File: src/rtl/prog_loader.sv
// prog_loader: assembles a little-endian byte stream into 16-bit words, writes them to
// instruction memory and holds the core in reset until loaded. Trailer checksum: PROG_LOADER_CHECKSUM_EN.
module prog_loader #(
    parameter int ADDR_W = 8,
    parameter int DEPTH  = 256
) (
    input  logic              clk,
    input  logic              rst,
    input  logic              start,
    input  logic [ADDR_W:0]   load_len,
    input  logic              in_valid,
    input  logic [7:0]        in_data,
    output logic              in_ready,
    output logic              mem_we,
    output logic [ADDR_W-1:0] mem_addr,
    output logic [15:0]       mem_wdata,
    output logic              busy,
    output logic              done,
    output logic              cpu_rst,
`ifdef PROG_LOADER_CHECKSUM_EN
    output logic [15:0]       csum,
    output logic              csum_err,
`endif
    output logic [ADDR_W:0]   word_count
);

    localparam logic [ADDR_W:0] LP_DEPTH = (ADDR_W+1)'(DEPTH);

`ifdef PROG_LOADER_CHECKSUM_EN
    typedef enum logic [2:0] {
        S_IDLE, S_LO, S_HI, S_WRITE, S_DONE, S_CK_LO, S_CK_HI, S_ERR
    } state_t;
`else
    typedef enum logic [2:0] {
        S_IDLE, S_LO, S_HI, S_WRITE, S_DONE
    } state_t;
`endif

    state_t            r_state;
    state_t            w_state_nxt;
    state_t            w_fin;
    logic [ADDR_W:0]   r_len;
    logic [ADDR_W:0]   r_word_count;
    logic [ADDR_W:0]   w_len_in;
    logic [ADDR_W:0]   w_count_inc;
    logic [7:0]        r_lo;
    logic [ADDR_W-1:0] r_mem_addr;
    logic [15:0]       r_mem_wdata;
    logic              w_start_ok;
`ifdef PROG_LOADER_CHECKSUM_EN
    logic [15:0]       r_csum;
`endif

    assign w_len_in    = (load_len > LP_DEPTH) ? LP_DEPTH : load_len;
    assign w_count_inc = r_word_count + 1'b1;
    assign mem_addr    = r_mem_addr;
    assign mem_wdata   = r_mem_wdata;
    assign word_count  = r_word_count;

    // After the final word the load either completes or collects the checksum trailer.
`ifdef PROG_LOADER_CHECKSUM_EN
    assign w_fin = S_CK_LO;
    assign csum  = r_csum;
`else
    assign w_fin = S_DONE;
`endif

    always_ff @(posedge clk or posedge rst) begin
        if (rst) r_state <= S_IDLE;
        else     r_state <= w_state_nxt;
    end

    always_comb begin
        w_state_nxt = r_state;
        in_ready    = 1'b0;
        mem_we      = 1'b0;
        busy        = 1'b0;
        done        = 1'b0;
        cpu_rst     = 1'b1;
        w_start_ok  = 1'b0;
`ifdef PROG_LOADER_CHECKSUM_EN
        csum_err    = 1'b0;
`endif
        case (r_state)
            S_IDLE: w_start_ok = start;
            S_DONE: begin
                done       = 1'b1;
                cpu_rst    = 1'b0;
                w_start_ok = start;
            end
            S_LO: begin
                in_ready = 1'b1;
                busy     = 1'b1;
                if (in_valid) w_state_nxt = S_HI;
            end
            S_HI: begin
                in_ready = 1'b1;
                busy     = 1'b1;
                if (in_valid) w_state_nxt = S_WRITE;
            end
            S_WRITE: begin
                busy        = 1'b1;
                mem_we      = 1'b1;
                w_state_nxt = (w_count_inc == r_len) ? w_fin : S_LO;
            end
`ifdef PROG_LOADER_CHECKSUM_EN
            S_CK_LO: begin
                in_ready = 1'b1;
                busy     = 1'b1;
                if (in_valid) w_state_nxt = S_CK_HI;
            end
            S_CK_HI: begin
                in_ready = 1'b1;
                busy     = 1'b1;
                if (in_valid) w_state_nxt = ({in_data, r_lo} == r_csum) ? S_DONE : S_ERR;
            end
            S_ERR: begin
                csum_err   = 1'b1;
                w_start_ok = start;
            end
`endif
            default: w_state_nxt = S_IDLE;
        endcase
        if (w_start_ok) w_state_nxt = (w_len_in == '0) ? w_fin : S_LO;
    end

    always_ff @(posedge clk or posedge rst) begin
        if (rst) begin
            r_len        <= '0;
            r_word_count <= '0;
            r_lo         <= '0;
            r_mem_addr   <= '0;
            r_mem_wdata  <= '0;
`ifdef PROG_LOADER_CHECKSUM_EN
            r_csum       <= '0;
`endif
        end else begin
            if (w_start_ok) begin
                r_len        <= w_len_in;
                r_word_count <= '0;
`ifdef PROG_LOADER_CHECKSUM_EN
                r_csum       <= '0;
`endif
            end
            if (r_state == S_LO && in_valid) r_lo <= in_data;
            // Address/data are captured on the high-byte handshake so they hold between writes.
            if (r_state == S_HI && in_valid) begin
                r_mem_addr  <= r_word_count[ADDR_W-1:0];
                r_mem_wdata <= {in_data, r_lo};
            end
            if (r_state == S_WRITE) begin
                r_word_count <= w_count_inc;
`ifdef PROG_LOADER_CHECKSUM_EN
                r_csum       <= r_csum + r_mem_wdata;
`endif
            end
`ifdef PROG_LOADER_CHECKSUM_EN
            if (r_state == S_CK_LO && in_valid) r_lo <= in_data;
`endif
        end
    end

endmodule

File: config.mk
export PLATFORM = sky130hd
export DESIGN_NAME = prog_loader
export DESIGN_NICKNAME = d
export VERILOG_FILES = /design/src/rtl/prog_loader.sv
export SDC_FILE = /design/constraint.sdc
export NUM_CORES = 1
export LEC_CHECK = 0
export CORE_UTILIZATION = 40
export DETAILED_ROUTE_END_ITERATION = 16
export PLACE_DENSITY = 0.66
export SLEW_MARGIN = 40
export SYNTH_ARGS = -nofsm -noshare
export SYNTH_HDL_FRONTEND = slang
export SYNTH_SLANG_ARGS = --single-unit
File: constraint.sdc
create_clock -name clk -period 1.82 [get_ports clk]
set_input_delay 0.182 -clock clk [delete_from_list [all_inputs] [get_ports clk]]
set_output_delay 0.182 -clock clk [all_outputs]
set_load 0.03 [all_outputs]
== Word-level counts from Yosys, hierarchy flattened ==
Cells that the tools add are included.

* Output and inout bits: 38
* Logic and storage cells: 40
* Input port bits: 21
* Bits in registers: 53

* Reductions and logical operators: 9
* Add/subtract/negate cells: 1
* Equality and inequality tests: 8
* Multiplexer cells: 15
* Magnitude comparators: 1

{| class="wikitable"
|+ Operator list
! operator !! number
|-
| 2-to-1 mux 9 bit || 3
|-
| 2-to-1 mux 3 bit || 5
|-
| one-hot mux 3 bit (4 select lines) || 1
|-
| adder 9 x 1 -> 9 bit, second input constant || 1
|-
| == test 9 bit || 1
|-
| greater-than comparator 9 bit, second input constant || 1
|-
| logical NOT 9 bit || 1
|-
| == test 3 x 2 -> 1 bit, second input constant || 2
|-
| 2-to-1 mux 1 bit || 6
|-
| inequality test 3 bit, second input constant || 2
|-
| OR reduction 2 bit || 2
|-
| == test 3 x 1 -> 1 bit, second input constant || 1
|-
| == test 3 bit, second input constant || 1
|-
| logical NOT 3 bit || 1
|-
| AND reduction 3 bit || 1
|-
| OR reduction 3 bit || 1
|-
| logical AND 1 bit || 2
|-
| inequality test 2 x 1 -> 1 bit, second input constant || 1
|-
| nonzero test 2 bit || 1
|}

== Depth between registers and ports, before layout ==
Gate-level depths: netlist of the first run.

* Depth after elaboration: 5
* Gate-level depth with buffers: 6
* Mapped depth without buffers: 6

== Worst setup path after synthesis of the first run ==
OpenSTA, ideal clock, no wires.

* Kind: reg-to-reg
* From: register r_word_count[0] (netlist: word_count[0])
* To: register r_state[0]
* Path slack: -0.161 ns
* Cell stages (with the launch flop): 7
* Clock period less this slack: 1.981 ns
* Arrival time: 1.853 ns
* Required time: 1.692 ns
* Path buffers: 0
* Library setup time: 0.128 ns
* Cells stage by stage: dfrtp_1 ha_1 and3_4 nand3_4 or3_1 a32oi_2 a21oi_1

* Longest elaborated chain between the ends: 5

{| class="wikitable"
|+ Ends and longest elaborated chain
! what !! line !! text
|-
| from (decl) || 43 || <nowiki>logic [ADDR_W:0] r_word_count;</nowiki>
|-
| from (signal assigned) || 152 || <nowiki>r_word_count <= w_count_inc;</nowiki>
|-
| adder 9 x 1 -> 9 bit || 55 || <nowiki>assign w_count_inc = r_word_count + 1'b1;</nowiki>
|-
| == test 9 bit || 104 || <nowiki>w_state_nxt = (w_count_inc == r_len) ? w_fin : S_LO;</nowiki>
|-
| 2-to-1 mux 3 bit || 104 ||
|-
| one-hot mux 3 bit (4 select lines) || 84 || <nowiki>case (r_state)</nowiki>
|-
| 2-to-1 mux 3 bit || 124 || <nowiki>if (w_start_ok) w_state_nxt = (w_len_in == '0) ? w_fin : S_LO;</nowiki>
|-
| to (signal assigned) || 70 || <nowiki>else r_state <= w_state_nxt;</nowiki>
|-
| to (decl) || 39 || <nowiki>state_t r_state;</nowiki>
|}

Every way passes these cells.
A chain may end at the register's enable or synchronous reset.

== Final worst setup path of the first run ==
* From: register r_word_count[4] (netlist: word_count[4])
* To: output port word_count[4]

{| class="wikitable"
|+ RTL lines
! what !! line !! text
|-
| to (decl) || 24 || <nowiki>output logic [ADDR_W:0] word_count</nowiki>
|}

No word-level cell between the ends.

==> metrics.md, run 1 <==
| Metric | Value |
|---|---|
| Status | finished, final reports clean |
| TritonCTS clock tree | yes |
| Core area | between 6000 and 7000 sq um |
| Crit path max fanout | 7 |
| Vias per cell | 5.148 |
| Power Density | ~1600 nW/um^2 |
| Fin. Hold Viols | 0 |
| Largest net degree at the start of global routing | 35 |
| Fill cell count | 535 |
| Die area | ~6700 sq um |
| Slowest stage delay, CP | around 660 ps |
| Post-route cell area | 3447 sq um |
| Chip Width | 81.79 um |
| RSZ-0062 raised after global routing | no |
| Met1 usage | 0.2255 |
| Yosys warns | 0 |
| Max VDD drop | 0.7013 mV |
| Synthesized area | 2546 sq um |
| RePlAce Congestion | 0.7970 |
| DR pass1 iterations | 4 |
| Routed Antenna Nets | 0 |
| Setup violations, final | 0 |
| Met3 usage | 0.03000 |
| # Max-Cap Violations | 0 |
| Avg WL per Cell | ~14 um |
| Hold_ws | 69.27 ps |
| Leak | 1.502 nW |
| CP Cell Sequence | buf_4, clkdlybuf4s50_1 |
| Mapped Cells | 224 |
| CP Capture Type | output port |
| Critical-path top delay cell | clkdlybuf4s50_1 |
| HPWL after DPL | 3804 um |
| FP Rows | 28 |
| Congestion Overflow GR | 0 |
| Total global-route track usage | 0.1664 |
| Number of flops mapped to enable cells by yosys | 0 |
| CP top delay family | buffers and inverters |
| CTS Buf Count | 5 |
| Final setup margin | 53.92 ps |
| Commonest non-fill, non-tap cells in the layout | clkdlybuf4s50_1 (50), dfrtp_1 (48), mux2_2 (33) |
| Detailed Route Iter0 Violations | 88 |
| Share of post-route cells with drive strength above 1 | 0.2534 |
| Seq/Total Area, Yosys | 0.5209 |
| Initial antenna violation count | 0 |
| Worst Tran Pin Value | between 400 and 500 ps |
| R2R Setup Slk | 80 ps |
| Syn-to-layout area delta | 35.38% |
| Skew-Pair Late Insertion Delay | roughly 300 ps |
| Htree depth | 2 |
| Crit path time final | 1766 ps |
| Final worst-path cycle share | 0.9704 |
| IO Port Bufs | 58 |
| GRT Max-Usage Layer | met2 |
| Final Skew | 8.361 ps |
| Crit path to | word_count[4] |
| Root Buffer Master | clkbuf_8 |
| Hold buffer count at CTS | 0 |
| Residual DRC | 0 |
| ANT cells | 0 |
| Sum Neg Setup Slack | 0 ps |
| WP data arrival | 1580 ps |
| Slew Viols, Final | 0 |
| Reg2reg path depth | 5 |
| Syn avg cell area | between 10 and 15 sq um |
| Ports | 59 |
| Final wirelength | between 5000 and 6000 um |
| Initial Util | 0.4225 |
| Critical path origin | word_count[4]$_DFFE_PP0P_ |
| Clock sinks | 53 |
| Class of the worst hold path | in -> async |
| Die Span Y | about 82 um |
| Crit path launch type | register |
| FMAX | about 570 MHz |
| RR Endpoint | r_state[2]$_DFFE_PP0P_ |
| Crit path kind | reg -> out |
| Flops & latches, synth | 53 |
| Worst slew margin | 0.7094 |
| Critical Path RT | approximately 1600 ps |
| Vias in the first global route | 1,791 |
| First-pass GRT wire length | around 8400 um |
| Pre-CTS setup slack | -26.04 ps |
| FFs w/ async S/R, synth | 1.000 |
| Clk slew on worst S/H paths | 90 ps |
| Worst path depth | 2 |
| Cell variety after synth | 44 |
| CTS max path bufs | 2 |
| Post-synth top flop | dfrtp_1 |
| Most common cell after layout, fill and taps aside | clkdlybuf4s50_1 |
| Via count | between 1,500 and 2,000 |
| CP Buf/Inv Count | 2 |
| Grt met2 use | 0.2694 |
| Placement Cell Area | 3318 sq um |
| Utilization after layout | 0.5721 |
| R2R Path Start | word_count[3]$_DFFE_PP0P_ |
| Syn Nets | approximately 250 |
| NumNets Final | 317 |
report_power, final:
part / internal [mW] / leakage (nW) / switching, mW / total, mW
clock: 0.412 / 0.0585 / 0.386 / 0.799
sequential: 1.66 / 0.666 / 0.337 / 1.99
combinational: 1.23 / 0.777 / 1.33 / 2.56
logic make-up after synthesis:
family | share of synthesized area
AO/OA/AOI/OAI | 0.08993
XOR/XNOR | 0.03096
adder cells (fa/ha/maj) | 0.008845
buffers and inverters | 0.03243
flip-flops | 0.5209
multiplexers | 0.1538
AND/OR/NAND/NOR | 0.1631
sequential cells by signal, indices dropped and copies added, names as in the netlist:
| name | cells |
|---|---|
| mem_addr | 8 |
| mem_wdata | 16 |
| r_len | 9 |
| word_count | 9 |
| r_state | 3 |
| r_lo | 8 |
how the worst min path moves through the flow:
stage | startpoint | to | slack [ps] | depth (start not counted)
after floorplan | load_len[0] | r_len[0]$_DFFE_PP0P_ | 330 | 2
after global placement | rst | mem_wdata[0]$_DFFE_PP0P_ | 400 | 2
after detailed placement | rst | mem_wdata[8]$_DFFE_PP0P_ | 400 | 2
after CTS | rst | mem_wdata[8]$_DFFE_PP0P_ | 60 | 2
after global routing | rst | mem_wdata[0]$_DFFE_PP0P_ | 100 | 2
final | rst | mem_wdata[0]$_DFFE_PP0P_ | 70 | 2
cell usage after synthesis, types with 2 or more instances:
master     instances  area share
a21oi_1            9       0.018
and4_1             3       0.010
buf_2              3      0.0059
buf_4              5       0.015
clkbuf_1           3      0.0044
dfrtp_1           53        0.52
inv_1              4      0.0059
mux2_2            33        0.15
mux2i_1            2      0.0079
nand2_1           18       0.027
nand2b_1          10       0.025
nand3_1            6       0.012
nand3b_1           2      0.0059
nand4_1            2      0.0049
nor2_1            11       0.016
nor3_1             4      0.0079
nor4_2             2      0.0098
o2111ai_1          2      0.0069
o21ai_0           19       0.037
or3_1              2      0.0049
xnor2_1            4       0.014
xor2_1             5       0.017
through the flow:
stage | instances | total power, mW
4_1_cts | 371 | 5.375
2_1_floorplan | 224 | 3.565
5_1_grt | 371 | 5.680
3_3_place_gp | 363 | 4.546
3_5_place_dp | 363 | 4.589
6_report | 371 | 5.349
final cells by class:
type,instances,area [sq um],area share
multi-input combinational,155,1160,0.3365
clock buffer,5,68.82,0.01996
timing repair buffer,75,729.5,0.2116
sequential,53,1333,0.3866
tap,75,93.84,0.02722
clock inverter,3,43.79,0.01270
inverter,5,18.77,0.005445
layer usage:
metal  routed length, um  vias up
li1                    -      942
met1                2467      922
met2                2433       42
met3                 179        4
met4                  58        0
met5                   0        -
worst register-to-register path, cell delays in order (launching register included):
cell	delay [ps]
dfrtp_1	470
and4_1	310
and4_1	210
nor4_2	380
nor3_1	100
a21o_1	180
repair_timing:
action / in CTS / in global routing
setup buffers: 0 / 0
setup endpoints to repair: 6 / 9
endpoints found under the hold margin: 0 / 0
gates resized for setup: 6 / 6
pin swaps: 0 / 1
(Power assumes the default switching activity.)
==> inputs of run 2 (changes only) <==
SETUP_SLACK_MARGIN = 0.05   (was not set)
SKIP_LAST_GASP = 1   (was not set)
==> run 2 against run 1 <==
Flip-flop and latch count did not move. Worst setup slack improved by 47 ps. Wire length rose by 4.7%. Cell area rose by 0.44%. Critical endpoint is now r_state[0]$_DFFE_PP0P_.
==> metrics.md, run 2 (synthesized netlist as in run 1, its figures left out) <==
| Metric | Value |
|---|---|
| Fin. Hold Viols | 0 |
| Post-route cell area | 3462 sq um |
| Commonest non-fill, non-tap cells in the layout | clkdlybuf4s50_1 (49), dfrtp_1 (48), mux2_2 (33) |
| Most common cell after layout, fill and taps aside | clkdlybuf4s50_1 |
| Fill cell count | 538 |
| Core area | 6026 sq um |
| Avg WL per Cell | 14.34 um |
| RR Endpoint | r_state[0]$_DFFE_PP0P_ |
| Crit path max fanout | 6 |
| Htree depth | 2 |
| Class of the worst hold path | in -> async |
| Sum Neg Setup Slack | 0 ps |
| FF/Latch Area | 1333 sq um |
| Crit path time final | around 1700 ps |
| Final worst-path cycle share | 0.9448 |
| Total global-route track usage | 0.1750 |
| NumNets Final | 321 |
| CTS max path bufs | 2 |
| DR pass1 iterations | 4 |
| Clk slew on worst S/H paths | ~90 ps |
| Critical Path RT | roughly 2000 ps |
| Residual DRC | 0 |
| WP data arrival | 1910 ps |
| Vias in the first global route | between 1,500 and 2,000 |
| Ports | between 50 and 60 |
| Initial antenna violation count | 0 |
| Final wirelength | roughly 5400 um |
| Root Buffer Master | clkbuf_8 |
| Setup violations, final | 0 |
| ANT cells | 0 |
| RePlAce Congestion | 0.7843 |
| Critical path origin | word_count[1]$_DFFE_PP0P_ |
| FP Rows | 28 |
| Die area | about 6700 sq um |
| Worst Tran Pin Value | 441.5 ps |
| Chip Width | 81.79 um |
| Power Density | 1525 nW/um^2 |
| Crit path launch type | register |
| Placement Cell Area | between 3000 and 4000 sq um |
| Worst slew margin | 0.7052 |
| Vias per cell | 5.061 |
| RSZ-0062 raised after global routing | yes |
| Utilization after layout | 0.5745 |
| Slew Viols, Final | 0 |
| R2R Path Start | word_count[1]$_DFFE_PP0P_ |
| Leak | around 1.5 nW |
| Reg2reg path depth | 6 |
| IO Port Bufs | slightly below 60 |
| FMAX | 581.5 MHz |
| Status | finished, final reports clean |
| Crit path to | r_state[0]$_DFFE_PP0P_ |
| Clock sinks | 53 |
| Max VDD drop | just under 0.8 mV |
| Final Skew | approximately 3.8 ps |
| Routed Antenna Nets | 0 |
| Syn-to-layout area delta | 35.97% |
| Detailed Route Iter0 Violations | 110 |
| Skew-Pair Late Insertion Delay | 310 ps |
| Share of post-route cells with drive strength above 1 | 0.2667 |
| Max reg flops | 16 |
| Tot Pwr | 5.281 mW |
| Footprint of the multi-input gates | roughly 1200 sq um |
| Initial Util | 0.4225 |
| Die Span Y | a little over 80 um |
| TritonCTS clock tree | yes |
| First-pass GRT wire length | 8797 um |
| R2R Setup Slk | 100 ps |
| HPWL after DPL | 3878 um |
| CTS Buf Count | 5 |
| Via count | approximately 1,900 |
| Largest net degree at the start of global routing | 36 |
| Hold buffer count at CTS | 0 |
| Crit path kind | reg -> reg |
| # Max-Cap Violations | 0 |
| CP Capture Type | register |
| Congestion Overflow GR | 0 |
==> run 2: layer usage <==
metal | part of all wire | GRT usage
met1 | 0.48 | 0.2397
met2 | 0.47 | 0.2769
met3 | 0.036 | 0.03111
met4 | 0.014 | 0.06316
met5 | 0 | 0
==> run 2: what timing repair did <==
action,CTS,global route
pin swaps,0,3
gates resized for setup,6,10
buffers inserted,0,4
setup endpoints to repair,6,11
==> run 2: final cells by class <==
type	instances	area share
Clock buffer	6	0.02096
Multi-Input combinational cell	155	0.3383
Tap cell	75	0.02711
Timing Repair Buffer	79	0.2190
Sequential cell	53	0.3849
Inverter	5	0.005421
Clock inverter	2	0.004337
==> run 2: stage by stage <==
| step | hold slack (ps) | setup WS (ps) | cells |
|---|---|---|---|
| 2_1_floorplan | 331.0 | 61.70 | 224 |
| 3_3_place_gp | 481.2 | -2.269 | 363 |
| 3_5_place_dp | 490.4 | -44.52 | 363 |
| 4_1_cts | 200.3 | 67.33 | 371 |
| 5_1_grt | 224.8 | 27.83 | 375 |
| 6_report | 191.0 | 100.4 | 375 |
==> run 2: worst min path at each step <==
stage                              startpoint                  endpoint  slack [ps]  cells after the start
final                                     rst   mem_addr[4]$_DFFE_PP0P_         190                      2
after floorplan                   load_len[0]      r_len[0]$_DFFE_PP0P_         330                      2
after global placement    r_lo[5]$_DFFE_PP0P_  mem_wdata[5]$_DFFE_PP0P_         480                      1
after CTS                                 rst   mem_addr[4]$_DFFE_PP0P_         200                      2
after global routing                      rst   mem_addr[4]$_DFFE_PP0P_         220                      2
after detailed placement  r_lo[2]$_DFFE_PP0P_  mem_wdata[2]$_DFFE_PP0P_         490                      1
==> run 2: report_power, final <==
part           internal (mW)  leakage [nW]  switching [mW]  total [mW]
logic                   1.26         0.818            1.37        2.62
clock network          0.272        0.0374           0.390       0.662
registers               1.66         0.667           0.338        1.99
total                   3.19          1.52            2.09        5.28
==> run 2: worst max-delay path: stages, from the launching register on <==
cell     delay [ps]
dfrtp_2         420
ha_4            170
and3_4          210
nand3_4          80
or3_1           390
a32oi_2         230
a21oi_1          90
